[src/rtl/sam_stream_pkg.sv]
// Shared token format and FSM state definitions for the sparse stream blocks.
package sam_stream_pkg;
  localparam int TOK_W   = 17;
  localparam int CTL_BIT = 16;
  localparam logic [TOK_W-1:0] DONE_TOK = 17'h10100;

  typedef enum logic [1:0] {
    FETCH    = 2'd0,
    REPEAT   = 2'd1,
    DONE_OUT = 2'd2
  } rep_state_t;

  function automatic logic tok_is_done(input logic [TOK_W-1:0] t);
    return t[CTL_BIT] && (t[9:8] == 2'b01);
  endfunction

  function automatic logic [TOK_W-1:0] stop_tok(input logic [7:0] lvl);
    return {1'b1, 8'h00, lvl};
  endfunction
endpackage

[src/rtl/reg_fifo_2.sv]
// Two-entry register FIFO; a push into a full FIFO is refused even if a pop happens that cycle.
module reg_fifo_2 #(
  parameter int DATA_W = 17
) (
  input  logic              clk,
  input  logic              rst_n,
  input  logic              push,
  input  logic [DATA_W-1:0] push_data,
  input  logic              pop,
  output logic [DATA_W-1:0] head,
  output logic              full,
  output logic              empty
);
  logic [DATA_W-1:0] mem_q [2];
  logic              wr_ptr_q;
  logic              rd_ptr_q;
  logic [1:0]        count_q;
  logic              do_push;
  logic              do_pop;

  assign full    = (count_q == 2'd2);
  assign empty   = (count_q == 2'd0);
  assign head    = mem_q[rd_ptr_q];
  assign do_push = push && !full;
  assign do_pop  = pop && !empty;

  always_ff @(posedge clk or negedge rst_n) begin
    if (!rst_n) begin
      mem_q[0] <= '0;
      mem_q[1] <= '0;
      wr_ptr_q <= 1'b0;
      rd_ptr_q <= 1'b0;
      count_q  <= 2'd0;
    end else begin
      if (do_push) begin
        mem_q[wr_ptr_q] <= push_data;
        wr_ptr_q        <= ~wr_ptr_q;
      end
      if (do_pop) rd_ptr_q <= ~rd_ptr_q;
      count_q <= count_q + {1'b0, do_push} - {1'b0, do_pop};
    end
  end
endmodule

[src/rtl/stream_repeater.sv]
// Replays each reference data token once per "R" on the repeat-signal stream,
// re-levels stop tokens and forwards DONE, all through a 2-entry output FIFO.
module stream_repeater
  import sam_stream_pkg::*;
(
  input  logic             clk,
  input  logic             rst_n,
  input  logic             clk_en,
  input  logic             tile_en,
  input  logic [TOK_W-1:0] proj_data_in,
  input  logic             proj_data_in_valid,
  output logic             proj_data_in_ready,
  input  logic [TOK_W-1:0] repsig_data_in,
  input  logic             repsig_data_in_valid,
  output logic             repsig_data_in_ready,
  output logic [TOK_W-1:0] ref_data_out,
  output logic             ref_data_out_valid,
  input  logic             ref_data_out_ready
);
  rep_state_t       state_q;
  logic [15:0]      held_q;
  logic             pending_q;
  logic             err_q;

  logic             en;
  logic             room;
  logic             fifo_full;
  logic             fifo_empty;
  logic             push;
  logic [TOK_W-1:0] push_tok;
  logic             ref_pop;
  logic             rep_pop;
  logic             ref_done;
  logic             ref_stop;
  logic             rep_done;
  logic             rep_unused;

  function automatic logic [7:0] sat_inc(input logic [7:0] v);
    return (v == 8'hFF) ? v : v + 8'd1;
  endfunction

  // Reset also gates the handshakes so nothing is offered while rst_n is low.
  assign en         = clk_en && tile_en && rst_n;
  assign room       = !fifo_full;
  assign ref_done   = tok_is_done(proj_data_in);
  assign ref_stop   = proj_data_in[CTL_BIT] && !ref_done;
  assign rep_done   = tok_is_done(repsig_data_in);
  assign rep_unused = ^{repsig_data_in[15:10], repsig_data_in[7:0]};

  always_comb begin
    push     = 1'b0;
    push_tok = stop_tok(8'h00);
    ref_pop  = 1'b0;
    rep_pop  = 1'b0;
    if (en) begin
      case (state_q)
        FETCH: begin
          if (proj_data_in_valid && !proj_data_in[CTL_BIT]) begin
            if (pending_q) push = room;
            else           ref_pop = room;
          end else if (proj_data_in_valid && ref_stop) begin
            push     = room;
            push_tok = stop_tok(sat_inc(proj_data_in[7:0]));
            ref_pop  = room;
          end else if (proj_data_in_valid && ref_done && repsig_data_in_valid && rep_done) begin
            if (pending_q) begin
              push = room;
            end else begin
              ref_pop = 1'b1;
              rep_pop = 1'b1;
            end
          end
        end
        REPEAT: begin
          // A protocol error quiesces the repeat side until reset.
          if (repsig_data_in_valid && !err_q) begin
            if (!repsig_data_in[CTL_BIT]) begin
              push     = room;
              push_tok = {1'b0, held_q};
              rep_pop  = room;
            end else if (!rep_done) begin
              rep_pop = 1'b1;
            end
          end
        end
        DONE_OUT: begin
          push     = room;
          push_tok = DONE_TOK;
        end
        default: ;
      endcase
    end
  end

  assign proj_data_in_ready   = ref_pop;
  assign repsig_data_in_ready = rep_pop;
  assign ref_data_out_valid   = en && !fifo_empty;

  always_ff @(posedge clk or negedge rst_n) begin
    if (!rst_n) begin
      state_q   <= FETCH;
      held_q    <= '0;
      pending_q <= 1'b0;
      err_q     <= 1'b0;
    end else if (en) begin
      case (state_q)
        FETCH: begin
          if (push) pending_q <= 1'b0;
          if (ref_pop && !proj_data_in[CTL_BIT]) begin
            held_q  <= proj_data_in[15:0];
            state_q <= REPEAT;
          end else if (ref_pop && ref_done) begin
            state_q <= DONE_OUT;
          end
        end
        REPEAT: begin
          if (repsig_data_in_valid && rep_done) err_q <= 1'b1;
          if (rep_pop && repsig_data_in[CTL_BIT]) begin
            pending_q <= 1'b1;
            state_q   <= FETCH;
          end
        end
        DONE_OUT: begin
          if (push) begin
            pending_q <= 1'b0;
            state_q   <= FETCH;
          end
        end
        default: state_q <= FETCH;
      endcase
    end
  end

  reg_fifo_2 #(.DATA_W(TOK_W)) u_fifo (
    .clk      (clk),
    .rst_n    (rst_n),
    .push     (push),
    .push_data(push_tok),
    .pop      (ref_data_out_valid && ref_data_out_ready),
    .head     (ref_data_out),
    .full     (fifo_full),
    .empty    (fifo_empty)
  );
endmodule
[config.mk]
export PLATFORM = sky130hd
export DESIGN_NAME = stream_repeater
export DESIGN_NICKNAME = d
export VERILOG_FILES = /design/src/rtl/sam_stream_pkg.sv /design/src/rtl/reg_fifo_2.sv /design/src/rtl/stream_repeater.sv
export SDC_FILE = /design/constraint.sdc
export NUM_CORES = 1
export LEC_CHECK = 0
export CORE_ASPECT_RATIO = 0.6
export CORE_MARGIN = 10
export CORE_UTILIZATION = 40
export CTS_BUF_LIST = sky130_fd_sc_hd__clkbuf_4
export DETAILED_ROUTE_END_ITERATION = 12
export MAX_ROUTING_LAYER = met4
export SETUP_SLACK_MARGIN = 0.15
export SKIP_CTS_REPAIR_TIMING = 1
export SYNTH_ARGS = -nofsm -noshare
export SYNTH_HDL_FRONTEND = slang
export SYNTH_HIERARCHICAL = 1
export SYNTH_SLANG_ARGS = --single-unit
export TNS_END_PERCENT = 1
[constraint.sdc]
create_clock -name clk -period 6.7 [get_ports clk]
set_input_delay 1.34 -clock clk [delete_from_list [all_inputs] [get_ports clk]]
set_output_delay 1.34 -clock clk [all_outputs]
set_load 0.02 [all_outputs]
After elaboration in Yosys (flattened, before gate mapping)
Cells that the tools add are included.

storage, ports and cells
  flip-flop bits (word level) = 58
  output and inout port bits = 20
  word-level logic and storage cells = 105

cells by class
  add/sub/neg operators = 3
  $lt $le $gt $ge = 3
  eq/ne operators = 10
  multiplexer cells = 43
  bitwise logic cells = 4
  reductions and logical operators = 33

operators by type and width
  cell                                                                     number
  17-bit two-way mux                                                       7
  17-bit case mux with 3 select lines                                      1
  34-bit bitwise mux                                                       1
  8-bit two-way mux                                                        3
  1-bit two-way mux                                                        22
  1-bit logical AND                                                        20
  17-bit demux with 1-bit select                                           1
  8-bit by 1-bit adder with 8-bit output, second input constant            1
  8-bit equality test, second input constant                               1
  2-bit two-way mux                                                        4
  4-bit AND reduction                                                      2
  2-bit by 1-bit equality test with 1-bit output, second input constant    3
  2-bit case mux with 3 select lines                                       1
  3-bit AND reduction                                                      2
  1-bit logical NOT                                                        5
  2-bit equality test, second input constant                               2
  2-bit greater-or-equal comparator, second input constant                 2
  2-bit logical NOT                                                        2
  2-bit by 1-bit inequality test with 1-bit output, second input constant  2
  1-bit NOT with 2-bit output                                              2
  1-bit case mux with 2 select lines                                       2
  3-bit inequality test, second input constant                             1
  1-bit case mux with 3 select lines                                       1
  2-bit by 1-bit adder with 2-bit output                                   1
  6 further kinds                                                          7

Logic depth before layout (Yosys ltp)
  depth in word-level cells = 14
  mapped depth = 10

Hierarchy
Netlist, hierarchy kept.

by module, submodules not included
  module           times used  cells an instance  area each (µm²)  seq. area each (µm²)
  reg_fifo_2       1           108                1730.4           950.9
  stream_repeater  1           141                1390.1           500.5

Worst setup path before layout
OpenSTA, ideal clock, no wires.

  kind = input -> output
  start point = input proj_data_in[9]
  end point = output proj_data_in_ready
  arrival time = 2.244 ns
  path slack = 3.116 ns
  stages = 4
  path buffers = 0
  path through = nand2b_1 -> nor3_1 -> o21ai_0 -> a21oi_1

between the ends
  cells in the longest elaborated chain, start to end = 10

RTL lines
  what                                                RTL line               text
  from (decl)                                         stream_repeater.sv:10  input logic [TOK_W-1:0] proj_data_in,
  2-bit by 1-bit equality test with 1-bit output (*)  sam_stream_pkg.sv:14   return t[CTL_BIT] && (t[9:8] == 2'b01);
  1-bit logical AND (*)                               sam_stream_pkg.sv:14
  1-bit logical AND (3 in series)                     stream_repeater.sv:65  end else if (proj_data_in_valid && ref_done && repsig_data_in_valid && rep_done) begin
  1-bit two-way mux                                   stream_repeater.sv:65
  1-bit two-way mux (*)                               stream_repeater.sv:61  end else if (proj_data_in_valid && ref_stop) begin
  1-bit two-way mux (*)                               stream_repeater.sv:58  if (proj_data_in_valid && !proj_data_in[CTL_BIT]) begin
  1-bit two-way mux (*)                               stream_repeater.sv:56  case (state_q)
  1-bit two-way mux (*)                               stream_repeater.sv:55  if (en) begin
  to (decl)                                           stream_repeater.sv:12  output logic proj_data_in_ready,

Every way passes the cells marked *; elsewhere a longest branch is shown, timed or not.

Worst setup path after layout
  start point = input repsig_data_in[16]
  end point = output proj_data_in_ready

between the ends
  cells in the longest elaborated chain, start to end = 7

RTL lines
  what               RTL line               text
  from (decl)        stream_repeater.sv:13  input logic [TOK_W-1:0] repsig_data_in,
  1-bit logical AND  sam_stream_pkg.sv:14
  1-bit logical AND  stream_repeater.sv:65
  1-bit two-way mux  stream_repeater.sv:65
  1-bit two-way mux  stream_repeater.sv:61
  1-bit two-way mux  stream_repeater.sv:58
  1-bit two-way mux  stream_repeater.sv:56
  1-bit two-way mux  stream_repeater.sv:55

No other way between the ends.

==> flow_summary.toml <==
[sta]
setup_viol = 0
hold_violations = 0
totalNegativeSetupSlack_ns = 0
final.min_clock_period_ns = 4.69
clock_skew_ns = 0.00941
timing.fmax_ghz = 0.213
timing.final.ws_setup_ns = 2.01
final_hold_slack_ns = 0.477
worst_slew_pin_slew_ns = 1.01
slew_violations = 0
rsz0062_at_grt = "false"
slew_headroom_pct = 32.5
timing.final.crit_share_pct = 70.0

[layout]
stdcell_count = 405
design.final.nets = 340
antennaDiodeCount = 0
layout_common_cells = "58 x sky130_fd_sc_hd__dfrtp_1, 45 x sky130_fd_sc_hd__clkdlybuf4s50_1, 43 x sky130_fd_sc_hd__mux2_2"
post_route_cells_drive_above_1_share_pct = 28.9
syn_to_final_growth_pct = 20.0
layout.cells.most_common = "sky130_fd_sc_hd__dfrtp_1"
design_area_um2 = 3740

[power_and_ir_drop]
p_leak_uw = 0.00170
powerDensity_nw_per_um2 = 238
vdd_drop_max_v = 0.000118

[placement]
place.port_buffers = 46
gp_congestion = 0.810
detailed_place.area_um2 = 3610
placed_cells = 389
pre_cts_slack_ns = 2.04
place_hpwl_mm = 4.90

[drt]
drt_drc_violations_left = 0
drt-vias-per-instance = 5.04
wl_mm = 6.98
vias = 2040
detailedRoute.firstIterationViolations = 172
routedWlPerCell_um = 17.2
post_drt_antenna_nets = 0
detail_route.first_pass.iterations = 5

[global_route]
first_pass_grt_wire_length_mm = 11.7
grt_antenna_before_repair = 0
grt_start_max_net_pins = 57
grt_pass1_vias = 2165
grt.overflow.total = 0
gr-usage-all-layers_pct = 13.2

[clock_tree]
htree_levels = 3
root_buffer = "sky130_fd_sc_hd__clkbuf_4"
clock_path_buffers = 2
cts.sinks = 58
cts_inserted_buffers = 9
cts.reportedPaths.clkPinSlew_ns = 0.10
tritoncts = "built"
clock_latency_ns = 0.41

[setup_path]
timing.critical_path.fanout_max = 7
critical_path_class = "primary input to output port"
cp_data_arrival_time_ns = 3.35
cp_cell_sequence = "clkdlybuf4s50_1 > nand4b_1 > nor3_1 > o21ai_0 > a21oi_1 > clkdlybuf4s50_1"
critPathRequiredTime_ns = 5.36
endpoint_kind = "output port"
critical-path-slowest-cell = "sky130_fd_sc_hd__clkdlybuf4s50_1"
top_cell_family_by_delay_on_the_critical_path = "buffers and inverters"
critical-path-top-cell-by-count = "sky130_fd_sc_hd__clkdlybuf4s50_1"
timing.critical_path.from_type = "primary input"
worstPathBufferInverterCount = 2
worst_stage_delay_on_the_critical_path_ns = 0.63

[die]
ioPinCount = 61
die_area_um2 = 11800
row_count = 24
coreArea_um2 = 7420
starting_density_of_the_core_pct = 42.1
floorplan.die.height_um = 88.4
dieWidth_um = 134

[worst_hold_path]
holdCritPathClass = "flip-flop to flip-flop"

[flow_run]
drv_cap = 0

[yosys]
mappedNetlistArea_um2 = 3120
yosysSeqAreaShare_pct = 46.5
postSynthRegisterBits = 58
yosysUniqueCellTypes = 47
synth_fp_nets = 293
synthArstFlopShare_pct = 100
syn-mean-instance-area_um2 = 12.5
synthCells = 249
synth_enable_flop_cells = 0
ys_dominant_reg_cell = "sky130_fd_sc_hd__dfrtp_1"
synth.yosys.warnings = 6

[status]
run_status = "finished, final reports clean"
## sequential cells by signal (all words and copies together), names as in the netlist
name and flops:
u_fifo/mem_q 34, held_q 16, state_q 2, u_fifo/count_q 2
err_q 1, pending_q 1, u_fifo/rd_ptr_q 1, u_fifo/wr_ptr_q 1
## worst register-to-register path, cell delays in order (launching register included)
cell and delay [ns]:
sky130_fd_sc_hd__dfrtp_1 0.55, sky130_fd_sc_hd__and4bb_2 0.33, sky130_fd_sc_hd__nand2b_1 0.08, sky130_fd_sc_hd__a311oi_1 0.33, sky130_fd_sc_hd__nor3b_4 0.68, sky130_fd_sc_hd__buf_4 0.33
sky130_fd_sc_hd__mux2_2 0.35
## cell type report
cell class                 instances  area, um2
multi-input combinational        173       1540
inverter                           6       22.5
timing repair buffer              48        470
clock buffer                      10       75.1
tap                              104        130
fill                             691       3670
sequential                        58       1450
clock inverter                     6       57.6
## path summary, 6_finish.rpt
check                              startpoint            endpoint  slack [ns]  cells after the start
max                        repsig_data_in[16]  proj_data_in_ready        2.01                      6
min                                     err_q               err_q        0.48                      2
max reg2reg                        state_q[0]    u_fifo/mem_q[23]        3.96                      6
min reg2reg                             err_q               err_q        0.48                      2
max in group asynchronous               rst_n    u_fifo/mem_q[12]        5.03                      2
min in group asynchronous               rst_n   u_fifo/count_q[0]        0.75                      1
## power breakdown
part           internal (uW)  switching [uW]
combinational            107            64.6
clock                    115             136
sequential               406            61.0
## routing by layer
layer	track usage, %	part of all wire, %	up-vias
li1	-	-	1007
met1	18.6	56	967
met4	4.13	1.1	0
met3	4.81	5.2	8
met5	-	0	-
met2	16.7	38	58
## synth_stat cells, types with 3 or more instances
cell type	number	area [um2]
sky130_fd_sc_hd__and3_1	11	68.8
sky130_fd_sc_hd__nand2_1	12	45.0
sky130_fd_sc_hd__mux2i_1	3	30.0
sky130_fd_sc_hd__xnor2_1	3	26.3
sky130_fd_sc_hd__a21oi_1	5	25.0
sky130_fd_sc_hd__clkbuf_1	4	15.0
sky130_fd_sc_hd__nor2_1	7	26.3
sky130_fd_sc_hd__o21ai_0	8	40.0
sky130_fd_sc_hd__nand3_1	4	20.0
sky130_fd_sc_hd__o211ai_1	4	30.0
sky130_fd_sc_hd__mux2_4	19	285
sky130_fd_sc_hd__dfrtp_1	58	1450
sky130_fd_sc_hd__buf_6	4	45.0
sky130_fd_sc_hd__ha_1	3	37.5
sky130_fd_sc_hd__mux2_2	43	484
sky130_fd_sc_hd__nor2b_1	3	18.8
sky130_fd_sc_hd__and2_1	3	18.8
sky130_fd_sc_hd__o2bb2ai_1	5	43.8
sky130_fd_sc_hd__mux2_1	5	56.3
sky130_fd_sc_hd__inv_1	5	18.8
sky130_fd_sc_hd__nand2b_1	5	31.3
## per-stage QoR
stage / utilization (%) / total power (uW)
3_3_place_gp: 48.7 / 645
5_1_grt: 50.5 / 949
6_report: 50.5 / 890
3_5_place_dp: 48.7 / 647
2_1_floorplan: - / 587
4_1_cts: 50.5 / 907
## cell families after synthesis
logic type / count (synthesis) / share of synthesized area (%)
adder cells (fa/ha/maj): 3 / 1.20
multiplexers: 70 / 27.4
AND/OR/NAND/NOR: 64 / 12.4
XOR/XNOR: 4 / 1.12
flip-flops: 58 / 46.5
AO/OA/AOI/OAI: 32 / 7.10
buffers and inverters: 18 / 4.25
No activity file was read; power rests on OpenSTA's default activity.
